--- src/rtl/tinyalu_pkg.sv ---
// Opcode and controller-state types shared by the ALU command driver.
// Nothing here depends on the operand width.
package tinyalu_pkg;

  typedef enum logic [2:0] {
    no_op  = 3'b000,
    add_op = 3'b001,
    and_op = 3'b010,
    xor_op = 3'b011,
    mul_op = 3'b100,
    rst_op = 3'b111
  } operation_t;

  typedef enum logic [2:0] {
    IDLE,
    ISSUE,
    WAIT_DONE,
    ALU_RST,
    RESP
  } state_t;

  // 101 and 110 are reserved encodings and behave as no_op
  function automatic operation_t norm_op(input logic [2:0] op);
    operation_t o;
    unique case (op)
      3'b101, 3'b110: o = no_op;
      default:        o = operation_t'(op);
    endcase
    return o;
  endfunction

endpackage

--- src/rtl/alu_cmd_driver_if.sv ---
// Command, ALU-side and response signals of the ALU command driver.
// master = driver view, slave = environment view.
interface alu_cmd_driver_if #(
  parameter int DATA_W = 8
);
  logic                cmd_valid;
  logic                cmd_ready;
  logic [DATA_W-1:0]   cmd_a;
  logic [DATA_W-1:0]   cmd_b;
  logic [2:0]          cmd_op;
  logic [DATA_W-1:0]   alu_a;
  logic [DATA_W-1:0]   alu_b;
  logic [2:0]          alu_op;
  logic                alu_start;
  logic                alu_reset_n;
  logic                alu_done;
  logic [2*DATA_W-1:0] alu_result;
  logic                rsp_valid;
  logic                rsp_ready;
  logic [2*DATA_W-1:0] rsp_result;
  logic [2:0]          rsp_op;
  logic                rsp_timeout;
  logic [15:0]         ops_issued;

  modport master (
    input  cmd_valid, cmd_a, cmd_b, cmd_op,
    input  alu_done, alu_result, rsp_ready,
    output cmd_ready, alu_a, alu_b, alu_op,
    output alu_start, alu_reset_n,
    output rsp_valid, rsp_result, rsp_op,
    output rsp_timeout, ops_issued
  );

  modport slave (
    output cmd_valid, cmd_a, cmd_b, cmd_op,
    output alu_done, alu_result, rsp_ready,
    input  cmd_ready, alu_a, alu_b, alu_op,
    input  alu_start, alu_reset_n,
    input  rsp_valid, rsp_result, rsp_op,
    input  rsp_timeout, ops_issued
  );
endinterface

--- src/rtl/alu_cmd_driver_fifo.sv ---
// Command FIFO: power-of-two depth, wrap-bit pointers.
// Push is ignored while full, pop while empty.
module alu_cmd_fifo #(
  parameter int WIDTH = 8,
  parameter int DEPTH = 4
) (
  input  logic             clk,
  input  logic             reset,
  input  logic             push,
  input  logic [WIDTH-1:0] wdata,
  input  logic             pop,
  output logic [WIDTH-1:0] rdata,
  output logic             full,
  output logic             empty
);
  localparam int AW = $clog2(DEPTH);
  localparam int PW = AW + 1;

  logic [WIDTH-1:0] mem_q [DEPTH];
  logic [PW-1:0]    wptr_q, wptr_d;
  logic [PW-1:0]    rptr_q, rptr_d;
  logic             do_push, do_pop;

  assign empty = wptr_q == rptr_q;
  assign full  = (wptr_q[AW] != rptr_q[AW]) &&
                 (wptr_q[AW-1:0] == rptr_q[AW-1:0]);
  assign do_push = push & ~full;
  assign do_pop  = pop & ~empty;
  assign rdata   = mem_q[rptr_q[AW-1:0]];

  always_comb begin
    wptr_d = wptr_q + PW'(do_push);
    rptr_d = rptr_q + PW'(do_pop);
  end

  always_ff @(posedge clk) begin
    if (reset) begin
      wptr_q <= '0;
      rptr_q <= '0;
    end else begin
      wptr_q <= wptr_d;
      rptr_q <= rptr_d;
    end
  end

  always_ff @(posedge clk) begin
    if (do_push) mem_q[wptr_q[AW-1:0]] <= wdata;
  end
endmodule

--- src/rtl/alu_cmd_driver.sv ---
// Queues ALU commands and sequences them one at a time onto a
// start/done ALU, returning each result through a response handshake.
module alu_cmd_driver
  import tinyalu_pkg::*;
#(
  parameter int DATA_W      = 8,
  parameter int DEPTH       = 4,
  parameter int TIMEOUT_CYC = 64
) (
  input  logic             clk,
  input  logic             reset,
  alu_cmd_driver_if.master bus
);
  localparam int FW = 2*DATA_W + 3;
  localparam int CW = $clog2(TIMEOUT_CYC + 1);

  state_t              state_q, state_d;
  logic [DATA_W-1:0]   a_q, a_d, b_q, b_d;
  operation_t          op_q, op_d;
  logic [2*DATA_W-1:0] res_q, res_d;
  logic                tmo_q, tmo_d;
  logic                rstn_q, rstn_d;
  logic [CW-1:0]       cnt_q, cnt_d;
  logic [15:0]         ops_q, ops_d;

  logic              push, pop, full, empty;
  logic [FW-1:0]     wdata, rdata;
  logic [DATA_W-1:0] h_a, h_b;
  logic [2:0]        h_op;

  assign wdata = {bus.cmd_op, bus.cmd_a, bus.cmd_b};
  assign {h_op, h_a, h_b} = rdata;
  assign push = bus.cmd_valid & ~full;
  assign pop  = (state_q == IDLE) & ~empty;

  alu_cmd_fifo #(
    .WIDTH (FW),
    .DEPTH (DEPTH)
  ) u_fifo (
    .clk   (clk),
    .reset (reset),
    .push  (push),
    .wdata (wdata),
    .pop   (pop),
    .rdata (rdata),
    .full  (full),
    .empty (empty)
  );

  always_ff @(posedge clk) begin
    if (reset) begin
      state_q <= IDLE;
      a_q     <= '0;
      b_q     <= '0;
      op_q    <= no_op;
      res_q   <= '0;
      tmo_q   <= 1'b0;
      rstn_q  <= 1'b0;
      cnt_q   <= '0;
      ops_q   <= '0;
    end else begin
      state_q <= state_d;
      a_q     <= a_d;
      b_q     <= b_d;
      op_q    <= op_d;
      res_q   <= res_d;
      tmo_q   <= tmo_d;
      rstn_q  <= rstn_d;
      cnt_q   <= cnt_d;
      ops_q   <= ops_d;
    end
  end

  always_comb begin
    state_d = state_q;
    a_d     = a_q;
    b_d     = b_q;
    op_d    = op_q;
    res_d   = res_q;
    tmo_d   = tmo_q;
    cnt_d   = cnt_q;
    ops_d   = ops_q;
    unique case (state_q)
      IDLE: begin
        if (!empty) begin
          a_d     = h_a;
          b_d     = h_b;
          op_d    = norm_op(h_op);
          res_d   = '0;
          tmo_d   = 1'b0;
          cnt_d   = '0;
          state_d = (op_d == rst_op) ? ALU_RST : ISSUE;
        end
      end
      ISSUE: state_d = (op_q == no_op) ? RESP : WAIT_DONE;
      WAIT_DONE: begin
        // done wins over an expiry landing on the same cycle
        if (bus.alu_done) begin
          res_d   = bus.alu_result;
          state_d = RESP;
        end else if (cnt_q == CW'(TIMEOUT_CYC - 1)) begin
          res_d   = '0;
          tmo_d   = 1'b1;
          state_d = RESP;
        end else begin
          cnt_d = cnt_q + CW'(1);
        end
      end
      ALU_RST: begin
        if (cnt_q == CW'(1)) state_d = IDLE;
        else                 cnt_d   = cnt_q + CW'(1);
      end
      RESP: begin
        if (bus.rsp_ready) begin
          ops_d   = ops_q + 16'd1;
          state_d = IDLE;
        end
      end
      default: state_d = IDLE;
    endcase
    // registered so it stays low through reset and rises one cycle after
    rstn_d = state_d != ALU_RST;
  end

  always_comb begin
    bus.cmd_ready   = ~full;
    bus.alu_a       = a_q;
    bus.alu_b       = b_q;
    bus.alu_op      = op_q;
    bus.alu_start   = (state_q == ISSUE) || (state_q == WAIT_DONE);
    bus.alu_reset_n = rstn_q;
    bus.rsp_valid   = state_q == RESP;
    bus.rsp_result  = res_q;
    bus.rsp_op      = op_q;
    bus.rsp_timeout = tmo_q;
    bus.ops_issued  = ops_q;
  end
endmodule

--- src/flat_wrapper.sv ---
// flat-port wrapper written by rule: the top's interface ports become plain ports
module alu_cmd_driver_flat import tinyalu_pkg::*;
#(
  parameter int DATA_W      = 8,
  parameter int DEPTH       = 4,
  parameter int TIMEOUT_CYC = 64
)
  (clk, reset, bus_cmd_valid, bus_cmd_a, bus_cmd_b, bus_cmd_op, bus_alu_done, bus_alu_result, bus_rsp_ready, bus_cmd_ready, bus_alu_a, bus_alu_b, bus_alu_op, bus_alu_start, bus_alu_reset_n, bus_rsp_valid, bus_rsp_result, bus_rsp_op, bus_rsp_timeout, bus_ops_issued);
  alu_cmd_driver_if #(.DATA_W(DATA_W)) bus_i ();
  input  logic clk;
  input  logic reset;
  input wire logic [$bits(bus_i.cmd_valid)-1:0] bus_cmd_valid;
  input wire logic [$bits(bus_i.cmd_a)-1:0] bus_cmd_a;
  input wire logic [$bits(bus_i.cmd_b)-1:0] bus_cmd_b;
  input wire logic [$bits(bus_i.cmd_op)-1:0] bus_cmd_op;
  input wire logic [$bits(bus_i.alu_done)-1:0] bus_alu_done;
  input wire logic [$bits(bus_i.alu_result)-1:0] bus_alu_result;
  input wire logic [$bits(bus_i.rsp_ready)-1:0] bus_rsp_ready;
  output wire logic [$bits(bus_i.cmd_ready)-1:0] bus_cmd_ready;
  output wire logic [$bits(bus_i.alu_a)-1:0] bus_alu_a;
  output wire logic [$bits(bus_i.alu_b)-1:0] bus_alu_b;
  output wire logic [$bits(bus_i.alu_op)-1:0] bus_alu_op;
  output wire logic [$bits(bus_i.alu_start)-1:0] bus_alu_start;
  output wire logic [$bits(bus_i.alu_reset_n)-1:0] bus_alu_reset_n;
  output wire logic [$bits(bus_i.rsp_valid)-1:0] bus_rsp_valid;
  output wire logic [$bits(bus_i.rsp_result)-1:0] bus_rsp_result;
  output wire logic [$bits(bus_i.rsp_op)-1:0] bus_rsp_op;
  output wire logic [$bits(bus_i.rsp_timeout)-1:0] bus_rsp_timeout;
  output wire logic [$bits(bus_i.ops_issued)-1:0] bus_ops_issued;
  assign bus_i.cmd_valid = bus_cmd_valid;
  assign bus_i.cmd_a = bus_cmd_a;
  assign bus_i.cmd_b = bus_cmd_b;
  assign bus_i.cmd_op = bus_cmd_op;
  assign bus_i.alu_done = bus_alu_done;
  assign bus_i.alu_result = bus_alu_result;
  assign bus_i.rsp_ready = bus_rsp_ready;
  assign bus_cmd_ready = bus_i.cmd_ready;
  assign bus_alu_a = bus_i.alu_a;
  assign bus_alu_b = bus_i.alu_b;
  assign bus_alu_op = bus_i.alu_op;
  assign bus_alu_start = bus_i.alu_start;
  assign bus_alu_reset_n = bus_i.alu_reset_n;
  assign bus_rsp_valid = bus_i.rsp_valid;
  assign bus_rsp_result = bus_i.rsp_result;
  assign bus_rsp_op = bus_i.rsp_op;
  assign bus_rsp_timeout = bus_i.rsp_timeout;
  assign bus_ops_issued = bus_i.ops_issued;
  alu_cmd_driver #(.DATA_W(DATA_W), .DEPTH(DEPTH), .TIMEOUT_CYC(TIMEOUT_CYC)) u_core (.clk(clk), .reset(reset), .bus(bus_i));
endmodule
--- config.mk ---
export PLATFORM = sky130hd
export DESIGN_NAME = alu_cmd_driver_flat
export DESIGN_NICKNAME = d
export VERILOG_FILES = /design/src/rtl/tinyalu_pkg.sv /design/src/rtl/alu_cmd_driver_if.sv /design/src/rtl/alu_cmd_driver_fifo.sv /design/src/rtl/alu_cmd_driver.sv /design/src/flat_wrapper.sv
export SDC_FILE = /design/constraint.sdc
export NUM_CORES = 1
export LEC_CHECK = 0
export BUFFER_PORTS_ARGS = -buffer_cell sky130_fd_sc_hd__buf_2
export CAP_MARGIN = 20
export CORE_MARGIN = 2
export CORE_UTILIZATION = 59
export CTS_CLUSTER_DIAMETER = 100
export DETAILED_ROUTE_END_ITERATION = 10
export HOLD_SLACK_MARGIN = 0.02
export PLACE_DENSITY = 0.8
export SLEW_MARGIN = 5
export SYNTH_ARGS = -nofsm -noshare
export SYNTH_HDL_FRONTEND = slang
export SYNTH_SLANG_ARGS = --single-unit
--- constraint.sdc ---
create_clock -name clk -period 6.2 [get_ports clk]
set_input_delay 1.24 -clock clk [delete_from_list [all_inputs] [get_ports clk]]
set_output_delay 1.24 -clock clk [all_outputs]
set_load 0.005 [all_outputs]
======== Yosys cells after proc, flatten, opt, wreduce, memory -nomap -nowiden ========
Memory sizes are Yosys's and may differ from the RTL's. A register that Yosys moved wholly into a read port is not among the register bits.
Cells that the tools add are included.
storage, ports and cells
  bits in registers ....................... 69
  memory bits (writable) .................. 76
  input bits .............................. 40
  output and inout bits ................... 59
  logic and storage cells ................. 80
  memories kept ........................... 1
memories
  memory               depth  bits a word  read ports  clocked after Yosys merged registers in  wr ports  line                       source
  u_core.u_fifo.mem_q  4      19           1           1                                        1         alu_cmd_driver_fifo.sv:19  logic [WIDTH-1:0] mem_q [DEPTH];
operators by class
  add/sub/neg operators ................... 4
  eq/ne operators ......................... 19
  multiplexer cells ....................... 27
  bitwise gates (word level) .............. 6
  reductions and logical operators ........ 12
operators with widths
  kind                     number
  $mux W16                 3
  $pmux W16 S2             1
  $mux W7                  4
  $mux W3                  9
  $pmux W7 S3              1
  $add A16 B1 Y16 const B  1
  $pmux W3 S5              1
  $eq A3 B3 Y1 const B     4
  $ne A2 B2 Y1 const B     4
  $add A7 B1 Y7 const B    1
  $eq A7 B1 Y1 const B     1
  $eq A7 B6 Y1 const B     1
  $add A3 B1 Y3            2
  $eq A3 B2 Y1 const B     2
  $logic_not A3 Y1         2
  $ne A3 B2 Y1 const B     2
  $mux W1                  5
  $reduce_and A5 Y1        1
  $and A1 B1 Y1            4
  $mux W2                  2
  $reduce_and A2 Y1        2
  $reduce_and A4 Y1        1
  $eq A3 B1 Y1 const B     1
  $eq A3 B3 Y1             1
  other kinds (11)         12

======== Longest topological paths before layout ========
  word-level depth ........................ 10
  mapped depth ............................ 9

======== Modules after synthesis ========
From an unflattened synthesis, not the netlist that was laid out.
second synthesis, totals
  cell total of the unflattened synthesis .. 421
  area total of the unflattened synthesis .. 5781.8 um2
modules (own cells, without submodules)
  module          instances  cells each  area an instance (um2)  sequential area each (um2)
  alu_cmd_fifo    1          136         3158.0                  2402.3
  alu_cmd_driver  1          285         2623.8                  1261.2

======== Worst setup path after synthesis ========
No wires, ideal clock.
  path kind ............................... in2reg
  start point ............................. input bus_cmd_valid
  end point ............................... memory u_core.u_fifo.mem_q[0][0] in the netlist's numbering, enable pin
  setup time .............................. 0.423 ns
  data arrival time ....................... 2.924 ns
  data required time ...................... 5.777 ns
  slack ................................... 2.853 ns
  cell stages on the path ................. 2
  path buffers ............................ 0
  cell sequence ........................... and2_0 nor3b_1
between the ends
  word-level cells in the longest chain between the ends .. 4
ends and longest elaborated chain
  element                        line                       source
  start, declared                flat_wrapper.sv:12         input wire logic [$bits(bus_i.cmd_valid)-1:0] bus_cmd_valid;
  $and A1 B1 Y1                  alu_cmd_driver.sv:33       assign push = bus.cmd_valid & ~full;
  $and A1 B1 Y1                  alu_cmd_driver_fifo.sv:27  assign do_push = push & ~full;
  $mux W1                        alu_cmd_driver_fifo.sv:47  if (do_push) mem_q[wptr_q[AW-1:0]] <= wdata;
  $mux W1 (implied by the code)  alu_cmd_driver_fifo.sv:47
  end, declared                  alu_cmd_driver_fifo.sv:19
No other way between the ends.

======== Worst setup path after layout ========
  start point ............................. register u_core.u_fifo.rptr_q[1]
  end point ............................... register u_core.u_fifo.rptr_q[2]
between the ends
  word-level cells in the longest chain between the ends .. 5
ends and longest elaborated chain
  element                      line                       source
  start, declared              alu_cmd_driver_fifo.sv:21  logic [PW-1:0] rptr_q, rptr_d;
  start signal, assigned       alu_cmd_driver_fifo.sv:42  rptr_q <= rptr_d;
  $eq A3 B3 Y1                 alu_cmd_driver_fifo.sv:24  assign empty = wptr_q == rptr_q;
  $not A1 Y1 (no source line)  --
  $and A1 B1 Y1                alu_cmd_driver.sv:34       assign pop = (state_q == IDLE) & ~empty;
  $and A1 B1 Y1                alu_cmd_driver_fifo.sv:28  assign do_pop = pop & ~empty;
  $add A3 B1 Y3 *              alu_cmd_driver_fifo.sv:33  rptr_d = rptr_q + PW'(do_pop);
Mark *: on every way between the ends. The rest lies on a longest branch, timed or not.
A chain may end at the register's enable or synchronous reset.

==> reports/qor.yml <==
timing:
  finalSetupTns_ps: 0
  skew_ps: 10.6
  timing.final.crit_share_pct: 60.9
  worst_slew_pin_slew_ps: 1090
  slew_headroom_pct: 27.2
  fin_hold_ws_ps: 461
  rsz0062_at_grt: "false"
  fmax_mhz: 265
  setup_viol: 0
  hold_viol: 0
  drv_slew: 0
  period_minus_slack_ps: 3780
logic_synthesis:
  synthTopCellsByCount: "76 x edfxtp_1, 69 x dfxtp_1, 48 x nand2_1"
  muxShareOfSynthArea_pct: 8.18
  syn-mean-instance-area_um2: 13.1
  synth_area_leaders: "edfxtp_1 41%, dfxtp_1 25%, mux4_2 7.3%, nand2_1 3.2%, a21oi_1 2.7%"
  syn_inst: 426
  yosysMostFrequentCell: "edfxtp_1"
  yosys.area.top_type: "edfxtp_1"
  synth-compound-area-share_pct: 7.64
  synthXorXnorAreaFrac_pct: 3.14
  seq_area_frac_synth_pct: 65.6
  synthSimpleGateAreaFrac_pct: 11.4
  syn_nets: 473
  ys.flop_type: "edfxtp_1"
  async_flop_share_pct: 0
  synth_fa_ha_area_share_pct: 1.57
  ys_ff_latch: 145
  synth_warnings: 0
  synth_top_area_share_pct: 40.9
  synth_top_family_by_area: "simple AND/OR/NAND/NOR gates"
  synthDistinctLibCells: 42
  synth_edf_count: 76
  syn_area_mm2: 0.00558
worst_setup_path:
  end_kind: "flip-flop"
  cpMostUsedCell: "ha_1"
  crit_type: "flip-flop to flip-flop"
  slowest_delay_ps: 1040
  critical_path_buf_inv_count: 1
  cpMaxStageDelayCell: "dfxtp_1"
  worstPathCellList: "xor2_1 > nor3_1 > nand2b_1 > inv_1 > ha_1 > ha_1 > xnor2_1 > nor2_1"
  r2r_slack_ps: 2420
  crit_arrival_ps: 4140
  cp_max_fo: 22
  cp_top_family: "flip-flops"
  cp.required_ps: 6570
  start_kind: "flip-flop"
status:
  run_status: "complete, no violations"
grt:
  grt_pass1_wl_um: 17700
  grt_max_degree: 50
  antenna_found_initial: 0
  grt_pass1_vias: 3636
  globalRouteTotalUtil_pct: 22.9
  grt-ovfl-total: 0
cts:
  clock-root-buffer: "clkbuf_8"
  cts_tree: "built"
  clockBufferDepth: 2
  cts.sinks: 145
  cts_hold_buf: 0
  postCtsSetupRepairBufs: 0
  cts_max_level: 4
  cts_buffers: 17
  clk_pin_slew_worst_paths_ps: 60
  ctsResizeCount: 0
  clkLatencyLatePin_ps: 520
power_and_ir_drop:
  p_leak_nw: 2.58
  p_int_w: 0.00199
  p_sw_w: 0.000895
  p_per_area_mw_per_mm2: 427
  swShare_pct: 31.0
  clockPowerShare_pct: 34.9
  pwr-share-seq_pct: 42.7
  ir_drop_v: 0.000292
  combPwrFrac_pct: 22.4
routing:
  routed_wl_um: 11200
  post_drt_wl_per_cell_um: 17.2
  drtIter0Drc: 155
  dr.pass1.iters: 4
  vias_per_cell: 5.74
  drc: 0
  vias: 3719
  drtAntennaViolNets: 0
floorplan:
  ios: 99
  dieArea_mm2: 0.0103
  rows: 35
  die_h_um: 101
  initial_core_util_pct: 60.7
  core_area_mm2: 0.00920
  die_w_um: 101
layout:
  seqCellArea_mm2: 0.00366
  n_antenna_cell: 0
  multi_input_area_mm2: 0.00180
  area.growth.synth_to_final_pct: 21.0
  fillCellCount: 586
  nNetsFinal: 571
  drive_gt1_share_pct: 29.6
run:
  maxCapViolations: 0
min_path:
  min_path_type: "flip-flop to flip-flop"
placement:
  gp_congestion: 0.787
  dp_hpwl_um: 6710
  port_buffers: 98
## cell type report
cell class,count,share of cell area [%]
well taps,111,2.06
multi-input cells,248,26.6
clock buffers,18,6.18
flip-flops and latches,145,54.2
repair buffers,103,8.00
clock inverters,14,2.46
inverters,9,0.500
## cells by family after synthesis
group / Yosys count
AOI/OAI and AO/OA: 66
xor gates and xnor gates: 20
adders and majority gates: 7
buffers and inverters: 33
DFF: 145
muxes: 23
and+or+nand+nor: 132
## sequential cells by signal (all words and copies together) (netlist names)
name,cells
u_core.bus.alu_a,8
u_core.bus.alu_b,8
u_core.bus.alu_op,3
u_core.bus.alu_reset_n,1
u_core.bus.ops_issued,16
u_core.bus.rsp_result,16
u_core.bus.rsp_timeout,1
u_core.cnt_q,7
u_core.state_q,3
u_core.u_fifo.mem_q,76
u_core.u_fifo.rptr_q,3
u_core.u_fifo.wptr_q,3
## tightest hold or removal path, delay by kind of cell (launching register included)
family	cells	cell delay, ps
flip-flops	1	310
AND/OR/NAND/NOR	1	50
AO/OA/AOI/OAI	1	50
## final timing paths
path | from | end | cells past startpoint
max | u_core.u_fifo.rptr_q[1] | u_core.u_fifo.rptr_q[2] | 8
min | u_core.bus.alu_b[5] | u_core.bus.alu_b[5] | 2
max reg2reg | u_core.u_fifo.rptr_q[1] | u_core.u_fifo.rptr_q[2] | 8
min reg2reg | u_core.bus.alu_b[5] | u_core.bus.alu_b[5] | 2
## through the flow
| stage | util [%] | std cells | total power (W) | instance area (um2) | worst slack (ps) |
|---|---|---|---|---|---|
| 2_1_floorplan | - | 426 | 0.00168 | 5580 | 2850 |
| 3_3_place_gp | 66.7 | 613 | 0.00185 | 6140 | 2580 |
| 5_1_grt | 73.5 | 648 | 0.00303 | 6760 | 2050 |
| 3_5_place_dp | 66.7 | 613 | 0.00188 | 6140 | 2470 |
| 4_1_cts | 73.1 | 645 | 0.00290 | 6720 | 2320 |
| 6_report | 73.5 | 648 | 0.00288 | 6760 | 2420 |
## power by group through the flow
stage / logic [W] / registers (W) / clock network [W]
after floorplan: 0.000480 / 0.00120 / 0
after global placement: 0.000611 / 0.00124 / 0
after detailed placement: 0.000629 / 0.00125 / 0
after CTS: 0.000651 / 0.00123 / 0.00102
after global routing: 0.000721 / 0.00124 / 0.00106
final: 0.000647 / 0.00123 / 0.00101
## routing by layer
| layer | share of wire, % | global-route usage (%) | vias to the layer above |
|---|---|---|---|
| li1 | - | - | 1774 |
| met1 | 41 | 28.4 | 1838 |
| met2 | 52 | 39.0 | 95 |
| met3 | 5.1 | 6.21 | 12 |
| met4 | 1.6 | 7.90 | 0 |
| met5 | 0 | 0 | - |
## placed cells by master, fill, tap and decap left out, types with 2 or more instances in the layout
cell / instances
bufinv_16: 2
ha_1: 7
dfxtp_1: 69
or3_1: 7
nor2_1: 23
nand2_1: 48
or4_1: 3
nor3_1: 9
xnor2_1: 14
and3_1: 4
nand3_1: 8
o31ai_1: 2
inv_8: 3
a21oi_1: 30
inv_1: 9
a22o_1: 16
mux2i_1: 4
nor2_2: 2
nor4_1: 7
clkbuf_16: 16
o211ai_1: 3
buf_2: 98
xor2_1: 6
buf_4: 2
clkinvlp_4: 2
edfxtp_1: 76
o21ai_0: 7
inv_6: 5
nand2b_1: 4
mux4_2: 18
a31oi_1: 2
buf_8: 2
nor2b_1: 5
nand4_1: 4
Power figures use the tool's default switching activity.
